## src/rtl/fft_frame_ctrl.sv

```systemverilog
// fft_frame_ctrl: frame sequencer for the FFT datapath.
// Collects N ADC samples into the fft block, waits for the transform,
// kicks the SPI result transfer and waits for it to drain. Supports
// continuous (run) and one-shot (single) operation, a watchdog on both
// wait phases and a completed-frame counter.
module fft_frame_ctrl #(
    parameter int N       = 8,
    parameter int MSB     = 16,
    parameter int TIMEOUT = 4095
) (
    input  logic                 clk,
    input  logic                 rst,
    input  logic                 run,
    input  logic                 single,
    input  logic                 sample_valid,
    input  logic [MSB-1:0]       sample_in,
    output logic                 fft_insert,
    output logic [$clog2(N)-1:0] fft_addr,
    output logic [MSB-1:0]       fft_data,
    input  logic                 fft_finish,
    output logic                 spi_start,
    input  logic                 spi_done,
    output logic                 busy,
    output logic                 err_timeout,
    output logic [7:0]           frame_cnt
);

    localparam int AW = $clog2(N);
    localparam int WW = $clog2(TIMEOUT + 1);

    typedef enum logic [2:0] {
        IDLE,
        LOAD,
        WAIT_FFT,
        SEND,
        DRAIN
    } state_t;

    state_t          state;
    state_t          state_nxt;
    logic [AW-1:0]   idx;
    logic [WW-1:0]   wcnt;

    logic            start;
    logic            accept;
    logic            frame_done;
    logic            timeout_hit;
    logic            wd_expired;

    // Write-port stage registers; vld_p1 is the insert strobe travelling with addr/data
    logic            vld_p1;
    logic [AW-1:0]   addr_p1;
    logic [MSB-1:0]  data_p1;

    // Watchdog counter increment that sticks at all-ones instead of wrapping
    function automatic logic [WW-1:0] sat_inc(input logic [WW-1:0] v);
        logic [WW-1:0] r;
        if (v == {WW{1'b1}}) begin
            r = v;
        end else begin
            r = v + WW'(1);
        end
        return r;
    endfunction

    // State register
    always_ff @(posedge clk) begin
        if (rst) begin
            state <= IDLE;
        end else begin
            state <= state_nxt;
        end
    end

    // Next-state decode and per-cycle event flags
    always_comb begin
        state_nxt   = state;
        start       = 1'b0;
        accept      = 1'b0;
        frame_done  = 1'b0;
        timeout_hit = 1'b0;
        wd_expired  = (wcnt == WW'(TIMEOUT));
        case (state)
            IDLE: begin
                // run and single together still mean a single start
                if (run || single) begin
                    start     = 1'b1;
                    state_nxt = LOAD;
                end
            end
            LOAD: begin
                if (sample_valid) begin
                    accept = 1'b1;
                    if (idx == AW'(N - 1)) begin
                        state_nxt = WAIT_FFT;
                    end
                end
            end
            WAIT_FFT: begin
                // a finish arriving on the expiry cycle still counts
                if (fft_finish) begin
                    state_nxt = SEND;
                end else if (wd_expired) begin
                    timeout_hit = 1'b1;
                    state_nxt   = IDLE;
                end
            end
            SEND: begin
                state_nxt = DRAIN;
            end
            DRAIN: begin
                if (spi_done) begin
                    frame_done = 1'b1;
                    state_nxt  = run ? LOAD : IDLE;
                end else if (wd_expired) begin
                    timeout_hit = 1'b1;
                    state_nxt   = IDLE;
                end
            end
            default: begin
                state_nxt = IDLE;
            end
        endcase
    end

    // Sample index: cleared at frame start, wraps to 0 after the last sample
    always_ff @(posedge clk) begin
        if (rst) begin
            idx <= '0;
        end else if (start) begin
            idx <= '0;
        end else if (accept) begin
            idx <= idx + AW'(1);
        end
    end

    // Watchdog: restarts on every state change, counts while waiting
    always_ff @(posedge clk) begin
        if (rst) begin
            wcnt <= '0;
        end else if (state_nxt != state) begin
            wcnt <= '0;
        end else if (state == WAIT_FFT || state == DRAIN) begin
            wcnt <= sat_inc(wcnt);
        end
    end

    // ---- stage p1: registered write port into the fft block ----
    // Address/data hold their last value between strobes
    always_ff @(posedge clk) begin
        if (rst) begin
            vld_p1  <= 1'b0;
            addr_p1 <= '0;
            data_p1 <= '0;
        end else begin
            vld_p1 <= accept;
            if (accept) begin
                addr_p1 <= idx;
                data_p1 <= sample_in;
            end
        end
    end

    // Registered status/handshake outputs, derived from the upcoming state
    always_ff @(posedge clk) begin
        if (rst) begin
            spi_start   <= 1'b0;
            busy        <= 1'b0;
            err_timeout <= 1'b0;
            frame_cnt   <= 8'd0;
        end else begin
            spi_start <= (state_nxt == SEND);
            busy      <= (state_nxt != IDLE);
            if (start) begin
                err_timeout <= 1'b0;
            end else if (timeout_hit) begin
                err_timeout <= 1'b1;
            end
            if (frame_done) begin
                frame_cnt <= frame_cnt + 8'd1;
            end
        end
    end

    assign fft_insert = vld_p1;
    assign fft_addr   = addr_p1;
    assign fft_data   = data_p1;

endmodule

```

## config.mk

```make
export PLATFORM = sky130hd
export DESIGN_NAME = fft_frame_ctrl
export DESIGN_NICKNAME = d
export VERILOG_FILES = /design/src/rtl/fft_frame_ctrl.sv
export SDC_FILE = /design/constraint.sdc
export NUM_CORES = 1
export LEC_CHECK = 0
export BUFFER_PORTS_ARGS = -buffer_cell sky130_fd_sc_hd__buf_2
export CORE_MARGIN = 1.5
export CORE_UTILIZATION = 56
export CTS_CLUSTER_DIAMETER = 40
export DETAILED_ROUTE_END_ITERATION = 16
export PLACE_DENSITY = 0.83
export SETUP_SLACK_MARGIN = 0.02
export SYNTH_ARGS = -nofsm -noshare
export SYNTH_HDL_FRONTEND = slang
export SYNTH_SLANG_ARGS = --single-unit
```

## constraint.sdc

```tcl
create_clock -name clk -period 3.35 [get_ports clk]
set_input_delay 0.67 -clock clk [delete_from_list [all_inputs] [get_ports clk]]
set_output_delay 0.67 -clock clk [all_outputs]
set_load 0.01 [all_outputs]
```

==> impl_metrics.toml, run 1 <==
[run_status]
outcome = "complete, no violations"

[cts]
holdBufCountCts = 0
clk_path_buf_depth = 2
htree_levels = 2
cts_buffers = 5
cts_resized = 0
postCtsSetupBuffers = 0
root_buffer = "clkbuf_8"
cts_tree = "built"
clock-sinks = 49
insertion_delay_ps = 300
clkTransAtPathRegs_ps = 90

[final_layout]
drive_gt1_frac = 0.2378
final_cells = 355
syn_to_final_growth_pct = 17.99
antennaDiodeCount = 0
nNetsFinal = 333
fillerInstances = 309

[placed_design]
gp_congestion = 0.8743
dp_hpwl_mm = 2.991
place_ws_ps = 1032
placedCellCount = 347
port_buffers = 53

[logic_synthesis]
ys_top_cells_by_count = "nand2_1 (51), dfxtp_1 (49), a21oi_1 (30), nor2_1 (14), clkbuf_1 (11)"
synth_nets = 287
yosysMostFrequentCell = "nand2_1"
yosys_warnings = 0
synth_flop_cell = "dfxtp_1"
ys_types = 41
synth_edf_count = 0
netlist_instances = 260
synth_top_cell_area_share = 0.4493
ys_seq_elements = 49
synth_top_area_cell = "dfxtp_1"
synth_async_sr_flop_share = 0
ys_top_cells_by_area = "dfxtp_1 (45%), nand2_1 (8.8%), a21oi_1 (6.9%)"
ys_seq_area_frac = 0.4493
synth_area_um2 = 2183
syn_avg_cell_area_um2 = 8.397

[routing]
wl_per_cell_um = 12.18
vias = 1960
viasPerCell = 5.521
drt_pass1_iterations = 5
drtAntennaViolNets = 0
drtIter0Drc = 119
remaining_drc_errors = 0
wl_mm = 4.323

[grt]
grt_overflow = 0
use_met3 = 0.05651
top_usage_layer = "met2"
use_met2 = 0.3278
antenna_found_initial = 0
grt_first_pass_wirelength_mm = 7.217
grt_usage = 0.2133
grt.met1_usage = 0.2908
first_global_vias = 1675
grt_max_degree = 34

[floorplan]
die-height_um = 65.44
rows = 22
core_area_um2 = 3716
fp.dieArea_um2 = 4282
initial_utilization = 0.5875
io_pins = 54
die_w_um = 65.44

[setup_path]
r2r_start = "idx[0]"
crit_fanout = 12
endpoint_kind = "register"
slowest_stage = "o211ai_1"
worstPathCellList = "ha_1 -> ha_1 -> a211oi_1 -> o211ai_1 -> nor4_1"
critPathMaxStageDelay_ps = 480
critPathTopFamily = "compound AO/OA/AOI/OAI gates"
crit_buf_inv = 0
crit_top_cell = "ha_1"
crit_arrival_ps = 2320
critPathRequiredTime_ps = 3560
reg2reg_slack_ps = 1250
cp-start-kind = "register"
critPathKind = "reg -> reg"
timing.rr.end = "wcnt[11]"
rr_worst_depth = 5

[sta]
setup-tns-final_ps = 0
finalSetupViolations = 0
finalHoldViolations = 0
tightest_slew_ps = 973.6
relSlewSlack = 0.3481
rsz0062_at_grt = "false"
fmax_mhz = 475.5
slew_viol_final = 0
fin_crit_sh = 0.6278
setup_slack_ps = 1247
period_minus_slack_ps = 2103
finClkSkew_ps = 7.274

[power_and_ir_drop]
cellLeakagePower_nw = 1.003
ir_drop_v = 0.0002626
powerDensity_nw_per_um2 = 433.8

[hold_path]
min_to = "fft_data[8]"
min-delay-start = "fft_data[8]"
whs_path_depth = 2
hold_class = "reg -> reg"

[run]
cap_violations = 0
==> metal layers <==
metal / routed length (um) / vias up
li1: - / 1015
met3: 229 / 2
met2: 1966 / 52
met5: 0 / -
met4: 30 / 0
met1: 2097 / 891
==> metrics by stage <==
step	utilization	power, W	instance area, um2	hold slack [ps]
6_report	0.6933	0.001118	2576	457.3
3_3_place_gp	0.6609	0.0006926	2456	438.6
4_1_cts	0.6933	0.001127	2576	459.1
3_5_place_dp	0.6609	0.0006942	2456	446.3
5_1_grt	0.6933	0.001158	2576	477.6
2_1_floorplan	-	0.0006628	2183	448.8
==> power by group <==
part           internal, W  switching, W
logic            0.0000303     0.0000467
registers         0.000594    0.00000884
clock network     0.000243      0.000195
total             0.000867      0.000250
==> how the worst max path moves through the flow <==
stage	from	end	slack, ps	cells past startpoint
final	idx[0]	wcnt[11]	1250	5
after global routing	idx[0]	wcnt[9]	990	5
after CTS	state[1]	wcnt[11]	1240	4
after detailed placement	run	wcnt[9]	1030	5
after global placement	run	wcnt[11]	1030	5
after floorplan	run	wcnt[10]	1480	5
==> cell type report <==
class                           instances  area, um2  area share
Clock buffer                            6      82.58     0.03205
Multi-Input combinational cell        190       1112      0.4318
Inverter                                4      15.01    0.005828
Sequential cell                        49      980.9      0.3808
Tap cell                               48      60.06     0.02331
Timing Repair Buffer                   56      287.8      0.1117
Clock inverter                          2      37.54     0.01457
==> logic make-up (layout without fill, tap and decap cells) <==
group,count (synthesis),count (layout),synth area share
flops,49,49,0.4493
mux,1,1,0.004585
compound gates,61,61,0.1731
fa+ha+maj,4,4,0.02292
xor+xnor,9,9,0.03954
simple gates,115,115,0.2693
buf+inv,21,68,0.04126
==> worst register-to-register path, cell delays in order, from the launching register on <==
cell	delay, ps
dfxtp_1	340
ha_1	210
ha_1	200
a211oi_1	420
o211ai_1	480
nor4_1	360
==> sequential cells by signal, indices dropped and copies added (netlist names) <==
register	count
frame_cnt	8
err_timeout	1
fft_data	16
state	3
spi_start	1
wcnt	12
idx	3
fft_insert	1
busy	1
fft_addr	3
==> layout by cell type, fill, tap and decap left out, drive strengths merged, types with 6 or more instances in the layout <==
master  instances
nand3           6
or4             6
nor2           14
buf            56
nand4           8
nand2          52
clkbuf          6
a21oi          30
o31ai           7
dfxtp          49
a211oi         11
o21ai           8
xor2            7
Note: power is estimated with default switching activity, not from simulation.
==> run 2, diff against run 1 <==
Settings changed: CORE_UTILIZATION 56 to 47, PLACE_DENSITY 0.83 to 0.75.
Clock period 3.35 ns to 1.7 ns, I/O delays scaled along.
==> run 2 against run 1 <==
  * The flow now finishes with violations (negative setup slack)
  * Sequential power is 96% higher
  * Sequential cell count stayed put
  * Maximum frequency increased by 21%
  * Global-route usage is 1.9 points lower
  * Total power up 92%
  * Critical path type unchanged
==> impl_metrics.toml, run 2 (synthesis gave the netlist of run 1 again) <==
[cts]
clkTransAtPathRegs_ps = 90
cts_tree = "built"
clock-sinks = 49
htree_levels = 2
clk_path_buf_depth = 2
root_buffer = "clkbuf_8"
holdBufCountCts = 0
cts_buffers = 5
insertion_delay_ps = 300

[routing]
viasPerCell = 5.430
remaining_drc_errors = 0
drt_pass1_iterations = 6
drtAntennaViolNets = 0
drtIter0Drc = 191
wl_per_cell_um = 13.15
wl_mm = 5.103
vias = 2107

[grt]
first_global_vias = 1888
grt_overflow = 0
grt_first_pass_wirelength_mm = 8.059
grt_usage = 0.1944
antenna_found_initial = 0
grt_max_degree = 33

[hold_path]
hold_class = "in -> reg"
min-delay-start = "sample_in[1]"

[sta]
tightest_slew_ps = 468.9
rsz0062_at_grt = "true"
finalSetupViolations = 1
relSlewSlack = 0.6845
setup-tns-final_ps = -35.69
slew_viol_final = 0
finalHoldViolations = 0
fmax_mhz = 576.1
setup_slack_ps = -35.69
finClkSkew_ps = 4.191
period_minus_slack_ps = 1736
fin_crit_sh = 1.021

[placed_design]
dpl_cell_area_um2 = 2660
port_buffers = 53
gp_congestion = 0.8086
dp_hpwl_mm = 3.331

[power_and_ir_drop]
cellLeakagePower_nw = 1.157
powerDensity_nw_per_um2 = 734.9
ir_drop_v = 0.0005345

[setup_path]
crit_fanout = 7
endpoint_kind = "register"
critPathRequiredTime_ps = 1910
cp-start-kind = "register"
critPathKind = "reg -> reg"
reg2reg_slack_ps = -40
crit_arrival_ps = 1950
critPathLaunch = "state[1]"
r2r_start = "state[1]"

[run_status]
violations = "negative setup slack"
outcome = "finished, violations left"

[final_layout]
largest_register_ffs = 16
ff_latch_area_um2 = 992.2
final_common_cell = "buf_2"
nNetsFinal = 362
antennaDiodeCount = 0
final_util = 0.6627
final_area_um2 = 2925
mostFrequentLayoutCells = "buf_2 (53), nand2_1 (51), dfxtp_1 (44), a21oi_1 (30), buf_4 (30)"
fillerInstances = 384
syn_to_final_growth_pct = 33.98
multi_input_area_um2 = 1226
drive_gt1_frac = 0.3690

[run]
cap_violations = 0

[floorplan]
die_w_um = 71.16
core_area_um2 = 4414
io_pins = 54
initial_utilization = 0.4946
rows = 24
fp.dieArea_um2 = 5063
die-height_um = 71.16
[run 2: critical path, cell delays in order, from the launching register on]
cell      delay, ps
dfxtp_4         390
or3_4           370
a32oi_2         240
o211ai_1        200
buf_6           190
nor4_2          250
[run 2: power by group]
group | leakage, nW | internal (W) | switching [W] | total [W]
sequential | 0.400 | 0.00117 | 0.0000104 | 0.00118
clock | 0.0549 | 0.000376 | 0.000390 | 0.000766
combinational | 0.702 | 0.0000903 | 0.000115 | 0.000205
[run 2: final timing paths]
kind                      end  cells after the start
hold reg to reg   fft_data[8]                      2
setup / recovery      wcnt[9]                      5
setup reg to reg      wcnt[9]                      5
hold / removal    fft_data[1]                      3
[run 2: metal layers]
layer | routed length [um] | vias up | global-route usage
li1 | - | 1077 | -
met1 | 2279 | 963 | 0.2484
met2 | 2490 | 61 | 0.3169
met3 | 275 | 6 | 0.04986
met4 | 57 | 0 | 0.07128
met5 | 0 | - | 0
[run 2: cell type report]
cell class                 instances  share of cell area
multi-input combinational        190              0.4192
sequential                        49              0.3392
timing repair buffer              85              0.1784
clock buffer                       7             0.03293
tap                               52             0.02224
inverter                           4            0.005133
clock inverter                     1            0.002994
[run 2: timing repair]
| item | in CTS | in global routing |
|---|---|---|
| cloned | 0 | 1 |
| gates resized for setup | 7 | 22 |
| pin swaps | 3 | 8 |
| setup buffers | 2 | 2 |
| endpoints found under the setup margin | 12 | 13 |
[run 2: per-stage QoR]
| stage | hold slack (ps) | power (W) | cells | setup WS, ps |
|---|---|---|---|---|
| CTS | 258.3 | 0.002162 | 385 | 4.166 |
| global route | 260.9 | 0.002229 | 388 | -68.50 |
| finish | 264.6 | 0.002150 | 388 | -35.69 |
| global placement | 439.2 | 0.001393 | 375 | 6.133 |
| floorplan | 448.8 | 0.001306 | 260 | 59.58 |
| detailed placement | 445.5 | 0.001397 | 375 | -106.0 |
